===== config.mk =====
export PLATFORM = sky130hd
export DESIGN_NAME = muldiv_unit
export DESIGN_NICKNAME = d
export VERILOG_FILES = /design/src/rtl/muldiv_pkg.sv /design/src/rtl/muldiv_div_core.sv /design/src/rtl/muldiv_unit.sv
export SDC_FILE = /design/constraint.sdc
export NUM_CORES = 2
export LEC_CHECK = 0
export BUFFER_PORTS_ARGS = -buffer_cell sky130_fd_sc_hd__buf_2
export CORE_ASPECT_RATIO = 2
export CORE_MARGIN = 2
export CORE_UTILIZATION = 55
export DETAILED_ROUTE_END_ITERATION = 6
export MAX_ROUTING_LAYER = met4
export PLACE_DENSITY = 0.74
export SETUP_SLACK_MARGIN = 0.3
export SLEW_MARGIN = 20
export SYNTH_ARGS = -nofsm -noshare
export SYNTH_HDL_FRONTEND = slang
export SYNTH_HIERARCHICAL = 1
export SYNTH_SLANG_ARGS = --single-unit

===== constraint.sdc =====
create_clock -name clk -period 8.86 [get_ports clk]
set_clock_uncertainty 0.2 [all_clocks]
set_input_delay 2.215 -clock clk [delete_from_list [all_inputs] [get_ports clk]]
set_output_delay 2.215 -clock clk [all_outputs]
set_load 0.01 [all_outputs]

===== src/rtl/muldiv_pkg.sv =====
// Shared encodings for the execute-stage multiply/divide unit.
// Op codes, FSM states and multiplier latency bounds.
package muldiv_pkg;

  typedef enum logic [1:0] {
    OP_MULT  = 2'b00,
    OP_MULTU = 2'b01,
    OP_DIV   = 2'b10,
    OP_DIVU  = 2'b11
  } op_e;

  typedef enum logic [1:0] {
    S_IDLE,
    S_MUL,
    S_DIV,
    S_DONE
  } state_e;

  localparam int MUL_LAT_MIN = 1;
  localparam int MUL_LAT_MAX = 4;

  function automatic logic op_signed(input logic [1:0] op);
    return !op[0];
  endfunction

endpackage


===== src/rtl/muldiv_div_core.sv =====
// Restoring radix-2 divider step datapath on unsigned magnitudes.
// Exposes next-step quotient/remainder so the caller can latch the final step.
module muldiv_div_core #(
  parameter int WIDTH = 32
) (
  input  logic             clk,
  input  logic             rst,
  input  logic             load_i,
  input  logic             step_i,
  input  logic [WIDTH-1:0] dividend_i,
  input  logic [WIDTH-1:0] divisor_i,
  output logic             last_o,
  output logic [WIDTH-1:0] quo_d_o,
  output logic [WIDTH-1:0] rem_d_o
);

  localparam int CW = $clog2(WIDTH);
  localparam logic [CW-1:0] LAST = CW'(WIDTH - 1);

  logic [WIDTH-1:0] rem_q;
  logic [WIDTH-1:0] quo_q;
  logic [WIDTH-1:0] dvs_q;
  logic [CW-1:0]    cnt_q;

  logic [WIDTH:0]   r_sh;
  logic [WIDTH:0]   diff;
  logic             ge;

  assign r_sh    = {rem_q, quo_q[WIDTH-1]};
  assign diff    = r_sh - {1'b0, dvs_q};
  assign ge      = !diff[WIDTH];
  assign rem_d_o = ge ? diff[WIDTH-1:0] : r_sh[WIDTH-1:0];
  assign quo_d_o = {quo_q[WIDTH-2:0], ge};
  assign last_o  = (cnt_q == LAST);

  always_ff @(posedge clk) begin
    if (rst) begin
      rem_q <= '0;
      quo_q <= '0;
      dvs_q <= '0;
      cnt_q <= '0;
    end else if (load_i) begin
      rem_q <= '0;
      quo_q <= dividend_i;
      dvs_q <= divisor_i;
      cnt_q <= '0;
    end else if (step_i) begin
      rem_q <= rem_d_o;
      quo_q <= quo_d_o;
      cnt_q <= cnt_q + 1'b1;
    end
  end

endmodule


===== src/rtl/muldiv_unit.sv =====
// Multi-cycle MULT/MULTU/DIV/DIVU unit feeding the HI/LO write path.
// Owns the FSM, operand capture, multiplier, sign fixup and result regs.
import muldiv_pkg::*;

module muldiv_unit #(
  parameter int WIDTH       = 32,
  parameter int MUL_LATENCY = 1
) (
  input  logic             clk,
  input  logic             rst,
  input  logic             startE,
  input  logic [1:0]       opE,
  input  logic [WIDTH-1:0] srcaE,
  input  logic [WIDTH-1:0] srcbE,
  input  logic             flushE,
  output logic             stall_o,
  output logic             valid_o,
  output logic [WIDTH-1:0] hi_o,
  output logic [WIDTH-1:0] lo_o
);

  localparam int LAT =
    (MUL_LATENCY < MUL_LAT_MIN) ? MUL_LAT_MIN :
    (MUL_LATENCY > MUL_LAT_MAX) ? MUL_LAT_MAX : MUL_LATENCY;
  localparam logic [2:0] LAT_LAST = 3'(LAT - 1);

  state_e           state_q;
  logic [1:0]       op_q;
  logic [WIDTH-1:0] a_q;
  logic [WIDTH-1:0] b_q;
  logic             negq_q;
  logic             negr_q;
  logic             bzero_q;
  logic [2:0]       cnt_q;
  logic             valid_q;
  logic [WIDTH-1:0] hi_q;
  logic [WIDTH-1:0] lo_q;

  logic             idle_or_done;
  logic             accept;
  logic             sgn_in;
  logic             a_neg;
  logic             b_neg;
  logic [WIDTH-1:0] a_mag;
  logic [WIDTH-1:0] b_mag;

  assign idle_or_done = (state_q == S_IDLE) || (state_q == S_DONE);
  assign accept  = idle_or_done && startE && !flushE;
  assign stall_o = accept || (state_q == S_MUL) || (state_q == S_DIV);
  assign valid_o = valid_q;
  assign hi_o    = hi_q;
  assign lo_o    = lo_q;

  assign sgn_in = op_signed(opE);
  assign a_neg  = sgn_in && srcaE[WIDTH-1];
  assign b_neg  = sgn_in && srcbE[WIDTH-1];
  assign a_mag  = a_neg ? -srcaE : srcaE;
  assign b_mag  = b_neg ? -srcbE : srcbE;

  logic             div_last;
  logic [WIDTH-1:0] quo_d;
  logic [WIDTH-1:0] rem_d;

  muldiv_div_core #(
    .WIDTH(WIDTH)
  ) u_div (
    .clk       (clk),
    .rst       (rst),
    .load_i    (accept && opE[1]),
    .step_i    ((state_q == S_DIV) && !bzero_q),
    .dividend_i(a_mag),
    .divisor_i (b_mag),
    .last_o    (div_last),
    .quo_d_o   (quo_d),
    .rem_d_o   (rem_d)
  );

  logic             sgn_q;
  logic [2*WIDTH-1:0] ax;
  logic [2*WIDTH-1:0] bx;
  logic [2*WIDTH-1:0] prod;
  logic [WIDTH-1:0] quo_fix;
  logic [WIDTH-1:0] rem_fix;

  assign sgn_q   = op_signed(op_q);
  assign ax      = {{WIDTH{sgn_q && a_q[WIDTH-1]}}, a_q};
  assign bx      = {{WIDTH{sgn_q && b_q[WIDTH-1]}}, b_q};
  assign prod    = ax * bx;
  assign quo_fix = negq_q ? -quo_d : quo_d;
  assign rem_fix = negr_q ? -rem_d : rem_d;

  always_ff @(posedge clk) begin
    if (rst) begin
      state_q <= S_IDLE;
      op_q    <= '0;
      a_q     <= '0;
      b_q     <= '0;
      negq_q  <= 1'b0;
      negr_q  <= 1'b0;
      bzero_q <= 1'b0;
      cnt_q   <= '0;
      valid_q <= 1'b0;
      hi_q    <= '0;
      lo_q    <= '0;
    end else begin
      valid_q <= 1'b0;
      if (flushE) begin
        state_q <= S_IDLE;
      end else begin
        unique case (state_q)
          S_IDLE, S_DONE: begin
            if (startE) begin
              op_q    <= opE;
              a_q     <= srcaE;
              b_q     <= srcbE;
              negq_q  <= a_neg ^ b_neg;
              negr_q  <= a_neg;
              bzero_q <= (srcbE == '0);
              cnt_q   <= '0;
              state_q <= opE[1] ? S_DIV : S_MUL;
            end else begin
              state_q <= S_IDLE;
            end
          end
          S_MUL: begin
            if (cnt_q == LAT_LAST) begin
              state_q <= S_DONE;
              valid_q <= 1'b1;
              hi_q    <= prod[2*WIDTH-1:WIDTH];
              lo_q    <= prod[WIDTH-1:0];
            end else begin
              cnt_q <= cnt_q + 1'b1;
            end
          end
          S_DIV: begin
            // Zero divisor bypasses the iterations entirely.
            if (bzero_q) begin
              state_q <= S_DONE;
              valid_q <= 1'b1;
              hi_q    <= a_q;
              lo_q    <= '1;
            end else if (div_last) begin
              state_q <= S_DONE;
              valid_q <= 1'b1;
              hi_q    <= rem_fix;
              lo_q    <= quo_fix;
            end
          end
          default: state_q <= S_IDLE;
        endcase
      end
    end
  end

endmodule

==> results.ini <==
[cts]
cts.sinks=239
cts_buffers=24
insertion_delay_ps=610
clockRootBuffer=clkbuf_16
cts_tree=built
postCtsHoldBufs=0
cts_buffer_depth=3
htree_levels=1
clk_pin_slew_worst_paths_ps=80

[floorplan]
rows=161
dieArea_um2=99200
fp.dieH_um=443
fp.coreArea_um2=96100
start_util=0.553
ioPinCount=136
fp.dieW_um=224

[sta]
period_share=0.947
rsz0062_at_grt=no
finalCriticalPeriod_ps=8390
slew_viol_final=0
setup_viol=0
hold_viol_final=0
slew_headroom=0.247
worst_pin_slew_ps=1130
fmax_mhz=119

[grt]
grt_pass1_vias=46500
grt_start_max_net_pins=80
grt_pass1_wl_mm=255
antenna_found_initial=3
track_usage=0.346
gr-total-overflow=0

[placement]
io_buffers=135
dpl_cell_area_um2=55300
place_inst=7328
routabilityCongestion=1.02
dp_hpwl_mm=134

[yosys]
ys_warn_count=6
synth_top_family_by_area=adder cells
syn_inst=6196
synth_simple_gate_area_share=0.164
synth-edff-count=0
synth_cell_types=88
synth_top_flop_cell=dfxtp_1
avgSynthCellArea_um2=8.57
synth-compound-area-share=0.0874
syn-cell-area_um2=53100
synth_mux_area_frac=0.0217
synth_fp_nets=7646
async_flop_share=0
synth-xor-area-share=0.0358
synthAdderAreaFrac=0.484
ys_seq_elements=239
yosysSeqAreaShare=0.0901

[critical_path]
critical_path_required_ps=9160
worst_path_most_repeated_cell=fa_1
worstSetupPathType=reg2reg
start_kind=flop
end_kind=flop
crit_fanout=18
cp.arrival_ps=8690
cp_slowest_stage_delay_ps=660
crit_slowest_cell=fa_1

[worst_hold_path]
hp-class=reg2reg

[cells_and_area]
ff_latch_area_um2=4800
nNetsFinal=7597
fin_util=0.589
drive_gt1_frac=0.0814
n_fill_cell=8385
design_area_um2=56600
syn_to_final_growth_pct=6.54
multi_input_area_um2=42300
fin_cells=7393

[routing]
ant_nets=0
vias_per_cell=5.73
wire_per_inst_um=21.9
dr.pass1.iters=6
route.detailed.drc=0
drt-initial-drc-count=2792
routed-via-count=42400
drt-total-wl_mm=162

[pwr]
p_per_area_nw_per_um2=91.0
peakVddDrop_v=0.000162
p_leak_nw=26.9

[run]
max_cap_viol_count=0

[run_status]
status=finished clean

==> worst paths after layout <==
check	start	endpoint	slack [ps]	depth (start not counted)
max	a_q[25]	hi_o[26]	470	25
min	lo_o[16]	lo_o[16]	250	2
max reg2reg	a_q[25]	hi_o[26]	470	25
min reg2reg	lo_o[16]	lo_o[16]	250	2
==> synthesized netlist by cell type, types with 7 or more instances <==
master / number / area, µm²
inv_1: 1194 / 4480
fa_1: 1126 / 22500
nand2_1: 1035 / 3880
and2_1: 365 / 2280
clkbuf_1: 349 / 1310
a21oi_1: 289 / 1450
nor2_1: 286 / 1070
ha_1: 254 / 3180
dfxtp_1: 239 / 4780
xnor2_1: 136 / 1190
o21ai_0: 117 / 586
xor2_1: 81 / 709
mux2i_1: 79 / 791
a21o_1: 40 / 300
o21a_1: 38 / 285
nor3_1: 36 / 180
buf_4: 35 / 263
o211ai_1: 32 / 240
o31ai_1: 30 / 225
o221ai_1: 28 / 245
a211oi_1: 26 / 195
and3_1: 25 / 156
nand3_1: 23 / 115
nor4_1: 23 / 144
o21bai_1: 23 / 173
nand4_1: 22 / 138
nand2b_1: 19 / 119
mux2_4: 18 / 270
or3_1: 18 / 113
o41ai_1: 16 / 140
or2_2: 16 / 100
nor2b_1: 15 / 93.8
buf_1: 14 / 52.6
a31oi_1: 13 / 81.3
or4_1: 12 / 90.1
buf_2: 10 / 50.1
mux2_2: 8 / 90.1
nand3b_1: 7 / 52.6
==> timing repair <==
| action | in CTS | in global routing |
|---|---|---|
| gates resized for setup | 23 | 60 |
| buffers inserted | 4 | 10 |
| cloned | 0 | 1 |
| pin swaps | 3 | 17 |
| setup endpoints to repair | 8 | 16 |
| endpoints found under the hold margin | 0 | 0 |
==> registers in the layout, indices dropped and copies added, names as in the netlist <==
register,count
negr_q,1
u_div/dvs_q,32
b_q,32
cnt_q,3
a_q,32
u_div/quo_q,32
u_div/cnt_q,5
op_q,1
negq_q,1
hi_o,32
lo_o,32
bzero_q,1
state_q,2
valid_o,1
u_div/rem_q,32
==> report_power, final <==
group | leakage [nW] | switching [mW] | internal [mW]
clock | 0.406 | 0.536 | 0.628
combinational | 24.5 | 1.76 | 1.03
sequential | 1.95 | 0.0668 | 1.13
==> placed cells by master, fill, tap and decap left out, types with 28 or more instances in the layout <==
cell      synthesis  routed
nor2_1          286     285
dfxtp_1         239     224
xnor2_1         136     136
xor2_1           81      81
a21o_1           40      40
o21ai_0         117     114
buf_4            35     160
o21a_1           38      38
o31ai_1          30      30
buf_2            10     134
nand2_1        1035    1033
a21oi_1         289     284
fa_1           1126    1118
ha_1            254     248
inv_1          1194    1187
o211ai_1         32      32
nor3_1           36      34
o221ai_1         28      28
mux2i_1          79      79
and2_1          365     363
==> per-layer routing <==
metal / up-vias / global-route usage / share of wire / routed length [µm]
met2: 1750 / 0.623 / 0.53 / 85400
li1: 18600 / - / - / -
met5: - / - / 0 / 0
met3: 649 / 0.0376 / 0.058 / 9300
met4: 0 / 0.209 / 0.077 / 12500
met1: 21400 / 0.361 / 0.34 / 54500
==> per-stage QoR <==
stage / power (mW) / setup WS [ps] / hold WS, ps / setup TNS, ps
6_report: 5.15 / 473 / 248 / 0
5_1_grt: 5.41 / 280 / 277 / 0
4_1_cts: 5.11 / 304 / 250 / 0
3_5_place_dp: 3.93 / -86.4 / 238 / -171
3_3_place_gp: 3.91 / 37.9 / 234 / 0
2_1_floorplan: 3.04 / 319 / 260 / 0
==> cells by family after synthesis <==
logic type | count (synthesis)
compound gates | 727
flops | 239
simple gates | 1919
buf+inv | 1609
mux | 105
xor+xnor | 217
fa+ha+maj | 1380
==> cell type report <==
class                   count  share of cell area
repair buffers            339              0.0464
multi-input cells        4348               0.747
inverters                1195              0.0795
clock buffers              32              0.0119
clock inverters            12             0.00292
flip-flops and latches    239              0.0849
well taps                1222              0.0270
diodes                      6            0.000265
==> critical path: cells and delay by family (launching register included) <==
kind,cells,cell delay [ps]
simple gates,2,490
mux,1,320
compound gates,8,1570
buf+inv,5,710
flops,1,450
fa+ha+maj,9,4510
(Power assumes the default switching activity.)
